==> config.mk <==
export PLATFORM = sky130hd
export DESIGN_NAME = tx_scheduler
export DESIGN_NICKNAME = d
export VERILOG_FILES = /design/src/rtl/tx_scheduler.sv
export SDC_FILE = /design/constraint.sdc
export NUM_CORES = 1
export LEC_CHECK = 0
export ABC_AREA = 1
export BUFFER_PORTS_ARGS = -buffer_cell sky130_fd_sc_hd__buf_2
export CORE_MARGIN = 1.5
export CORE_UTILIZATION = 44
export CTS_CLUSTER_DIAMETER = 80
export DETAILED_ROUTE_END_ITERATION = 12
export PLACE_DENSITY = 0.83
export SYNTH_ARGS = -nofsm -noshare
export SYNTH_HDL_FRONTEND = slang
export SYNTH_SLANG_ARGS = --single-unit
export TNS_END_PERCENT = 20
==> constraint.sdc <==
create_clock -name clk -period 1.36 [get_ports clk]
set_clock_uncertainty 0.05 [all_clocks]
set_input_delay 0.068 -clock clk [delete_from_list [all_inputs] [get_ports clk]]
set_output_delay 0.068 -clock clk [all_outputs]
set_load 0.1 [all_outputs]
==> src/rtl/tx_scheduler.sv <==
// Transmit scheduler: multiplexes user beats, idle and periodic clock-compensation bursts onto one lane.
// Define TX_SCHEDULER_CC_INSERT_EN to build the CC timer, request flag, burst counter and CC state.
module tx_scheduler #(
  parameter int DATA_W    = 16,
  parameter int CC_PERIOD = 5000,
  parameter int CC_LEN    = 6
) (
  input  logic              clk,
  input  logic              rst,
  input  logic              channel_up,
  input  logic              tx_valid,
  input  logic [DATA_W-1:0] tx_data,
  output logic              tx_ready,
  output logic              send_data,
  output logic [DATA_W-1:0] data_out,
  output logic              send_idle,
  output logic              send_cc
);

  // Empty marker scope that shows up in the elaborated hierarchy when CC parameters are out of range.
  if (CC_PERIOD < CC_LEN + 2 || CC_LEN < 1) begin : g_illegal_cc_params
  end

`ifdef TX_SCHEDULER_CC_INSERT_EN
  typedef enum logic [1:0] {DOWN, RUN, CC} state_t;

  localparam int TIMER_W = (CC_PERIOD > 2) ? $clog2(CC_PERIOD) : 1;
  localparam int BURST_W = (CC_LEN > 1) ? $clog2(CC_LEN) : 1;
  localparam logic [TIMER_W-1:0] TIMER_LAST = TIMER_W'(CC_PERIOD - 1);
  localparam logic [BURST_W-1:0] BURST_LOAD = BURST_W'(CC_LEN - 1);

  state_t             state_reg;
  logic               cc_req_reg;
  logic [TIMER_W-1:0] timer_reg;
  logic [BURST_W-1:0] burst_reg;
  logic               timer_hit;

  assign timer_hit = (state_reg != DOWN) && (timer_reg == TIMER_LAST);
  assign tx_ready  = channel_up && (state_reg == RUN) && !cc_req_reg;

  always_ff @(posedge clk or posedge rst) begin
    if (rst) begin
      state_reg  <= DOWN;
      cc_req_reg <= 1'b0;
      timer_reg  <= '0;
      burst_reg  <= '0;
      send_data  <= 1'b0;
      send_idle  <= 1'b0;
      send_cc    <= 1'b0;
      data_out   <= '0;
    end else if (!channel_up) begin
      state_reg  <= DOWN;
      cc_req_reg <= 1'b0;
      timer_reg  <= '0;
      burst_reg  <= '0;
      send_data  <= 1'b0;
      send_idle  <= 1'b1;
      send_cc    <= 1'b0;
    end else begin
      send_data <= 1'b0;
      send_idle <= 1'b0;
      send_cc   <= 1'b0;
      // Timer runs free through RUN and CC so the CC cadence is independent of traffic.
      if (state_reg != DOWN) begin
        timer_reg <= timer_hit ? '0 : timer_reg + 1'b1;
        if (timer_hit)
          cc_req_reg <= 1'b1;
      end
      case (state_reg)
        DOWN: begin
          state_reg <= RUN;
          send_idle <= 1'b1;
        end
        RUN: begin
          if (cc_req_reg) begin
            state_reg  <= CC;
            send_cc    <= 1'b1;
            burst_reg  <= BURST_LOAD;
            cc_req_reg <= timer_hit;
          end else if (tx_valid) begin
            send_data <= 1'b1;
            data_out  <= tx_data;
          end else begin
            send_idle <= 1'b1;
          end
        end
        CC: begin
          if (burst_reg != '0) begin
            send_cc   <= 1'b1;
            burst_reg <= burst_reg - 1'b1;
          end else begin
            state_reg <= RUN;
            send_idle <= 1'b1;
          end
        end
        default: begin
          state_reg <= DOWN;
          send_idle <= 1'b1;
        end
      endcase
    end
  end
`else
  typedef enum logic {DOWN, RUN} state_t;

  state_t state_reg;

  assign tx_ready = channel_up && (state_reg == RUN);
  assign send_cc  = 1'b0;

  always_ff @(posedge clk or posedge rst) begin
    if (rst) begin
      state_reg <= DOWN;
      send_data <= 1'b0;
      send_idle <= 1'b0;
      data_out  <= '0;
    end else if (!channel_up) begin
      state_reg <= DOWN;
      send_data <= 1'b0;
      send_idle <= 1'b1;
    end else begin
      send_data <= 1'b0;
      send_idle <= 1'b0;
      case (state_reg)
        DOWN: begin
          state_reg <= RUN;
          send_idle <= 1'b1;
        end
        RUN: begin
          if (tx_valid) begin
            send_data <= 1'b1;
            data_out  <= tx_data;
          end else begin
            send_idle <= 1'b1;
          end
        end
        default: begin
          state_reg <= DOWN;
          send_idle <= 1'b1;
        end
      endcase
    end
  end
`endif

endmodule

==> flow_summary.json <==
{
  "run_status": "completed",
  "hold_buffers": 16,
  "synthToLayoutAreaGrowth_pct": 46.5,
  "grt_pass1_vias": 717,
  "relSlewSlack_pct": 54.4,
  "async_flop_share_pct": 100,
  "largest_reg_flops": 16,
  "fin_crit_sh_pct": 95.4,
  "wire_per_inst_um": 12.9,
  "antenna_left": 0,
  "path_cells": "nand2_1 -> clkinvlp_4 -> buf_12",
  "netlist-cell-type-count": 10,
  "core_area_um2": 1730,
  "max_stage_delay_ps": 470,
  "antenna_found_initial": 0,
  "cp_max_fo": 6,
  "io_pins": 40,
  "grt_first_pass_wirelength_um": 3230,
  "hold_path.class": "in2reg",
  "ys.flop_type": "dfrtp_1",
  "clk_pin_slew_worst_paths_ps": 100,
  "worst_ep_arrival_time_ps": 1180,
  "gr-total-overflow": 0,
  "cp_top_family": "flip-flops",
  "fillers": 140,
  "via_per_inst": 4.78,
  "dieArea_um2": 2120,
  "top_register": "data_out",
  "seq_area_frac_synth_pct": 58.3,
  "slowest_stage": "dfrtp_1",
  "setup_violations": 0,
  "endpoint_kind": "primary output",
  "row_count": 15,
  "cts_resized": 0,
  "synth_warnings": 0,
  "period_minus_slack_ps": 1300,
  "dp_hpwl_um": 1200,
  "avgSynthCellArea_um2": 10.1,
  "path_class": "reg2out",
  "htree_levels": 1,
  "drc": 0,
  "final_cell_area_um2": 1190,
  "drv_cap": 0,
  "peakVddDrop_mv": 0.892,
  "stdcell_count": 158,
  "drive_gt1_share_pct": 40.6,
  "grt_max_degree": 20,
  "synth_top_area_share_pct": 58.3,
  "synth-edff-count": 0,
  "synthesis.nets": 101,
  "clock_latency_ps": 290,
  "diodes": 0,
  "start_util_pct": 47.2,
  "cts_tree": "done",
  "cts_made_buffers": 3,
  "drv_slew": 0,
  "synth-seq-cells": 19,
  "hold_viol": 0,
  "post-cts-setup-buffers": 0,
  "dr.first_iter.drc_count": 15,
  "dp.cells": 138,
  "fin_nets": 154,
  "place_congestion": 0.759,
  "max_freq_mhz": 771,
  "rsz0062_at_grt": "false",
  "portBuffers": 38,
  "worst_pin_slew_ps": 684,
  "path_buf_inv": 2,
  "wirelength_um": 2040,
  "synth_area_leaders": "dfrtp_1, nand4_1, nand2_1, nand2_2, buf_6",
  "worst_ep_required_time_ps": 1240,
  "setup_tns_ps": 0,
  "synthTopCellsByCount": "nand2_1, dfrtp_1, nand4_1",
  "cts.sinks": 19,
  "p_leak_nw": 0.649,
  "routed-via-count": 755,
  "place_area_um2": 1010,
  "postSynthCellCount": 81,
  "die_w_um": 46.1,
  "clk_path_buf_depth": 2,
  "synth_area_um2": 816,
  "die_y_um": 46.1,
  "cts_root_buffer": "clkbuf_4",
  "yosysMostFrequentCell": "nand2_1",
  "grtUsageTotal_pct": 22.0,
  "pwr_density_cell_nw_per_um2": 1560,
  "cp-start-kind": "flop",
  "synth_largest_area_cell": "dfrtp_1",
  "drt_pass1_iterations": 4
}
-- worst register-to-register path: stages (launching register included) --
cell	delay, ps
dfrtp_1	480
nand3_4	270
nand2_1	150
nand2_1	80
-- cells by family (layout without fill, tap and decap cells) --
group                  Yosys count  count (layout)  share of synthesized area [%]
buffers and inverters           11              63                           9.20
AND/OR/NAND/NOR                 50              50                           32.1
flip-flops                      19              19                           58.3
other                            1               1                          0.460
-- cell type report --
type                            instances  area (um2)  share of cell area, %
Timing Repair Buffer                   56         380                   31.8
Tap cell                               25        31.3                   2.62
Inverter                                3        15.0                   1.26
Clock buffer                            3        22.5                   1.88
Multi-Input combinational cell         51         265                   22.2
Sequential cell                        19         475                   39.8
Clock inverter                          1        5.00                  0.419
-- power by group --
part | internal [W] | switching (W) | leakage [nW]
Sequential | 0.000644 | 0.0000479 | 0.234
Clock | 0.000109 | 0.000170 | 0.0177
Combinational | 0.000156 | 0.000740 | 0.397
Total | 0.000909 | 0.000959 | 0.649
-- path summary, 6_finish.rpt --
kind / startpoint / end / slack [ps] / depth (start not counted)
setup / recovery: state_reg / tx_ready / 60 / 3
hold / removal: channel_up / state_reg / 30 / 1
setup reg to reg: state_reg / data_out[11] / 230 / 3
hold reg to reg: data_out[15] / data_out[15] / 440 / 2
max in group asynchronous: rst / data_out[1] / 460 / 3
min in group asynchronous: rst / data_out[15] / 370 / 3
-- stage by stage --
stage | setup slack [ps] | util [%] | power [W] | hold slack [ps]
finish | 62.2 | 69.2 | 0.00187 | 25.2
global route | 3.17 | 69.2 | 0.00194 | 22.8
CTS | 47.7 | 69.2 | 0.00188 | 8.36
detailed placement | 272 | 58.3 | 0.00156 | 155
global placement | 337 | 58.3 | 0.00155 | 139
floorplan | 69.6 | - | 0.00142 | -30.9
-- routing by layer --
metal | track usage (%) | routed length [um]
met5 | 0 | 0
met4 | 13.7 | 78
met3 | 5.10 | 69
met2 | 34.4 | 1060
met1 | 27.3 | 835
-- cells in the final DEF (no fill, tap or decap), drive strengths merged --
master	instances
nand2	33
nand4	16
clkbuf	3
dlygate4sd3	16
inv	2
conb	1
clkinv	1
clkinvlp	1
buf	40
dfrtp	19
nand3	1
Note: power is estimated with default switching activity, not from simulation.
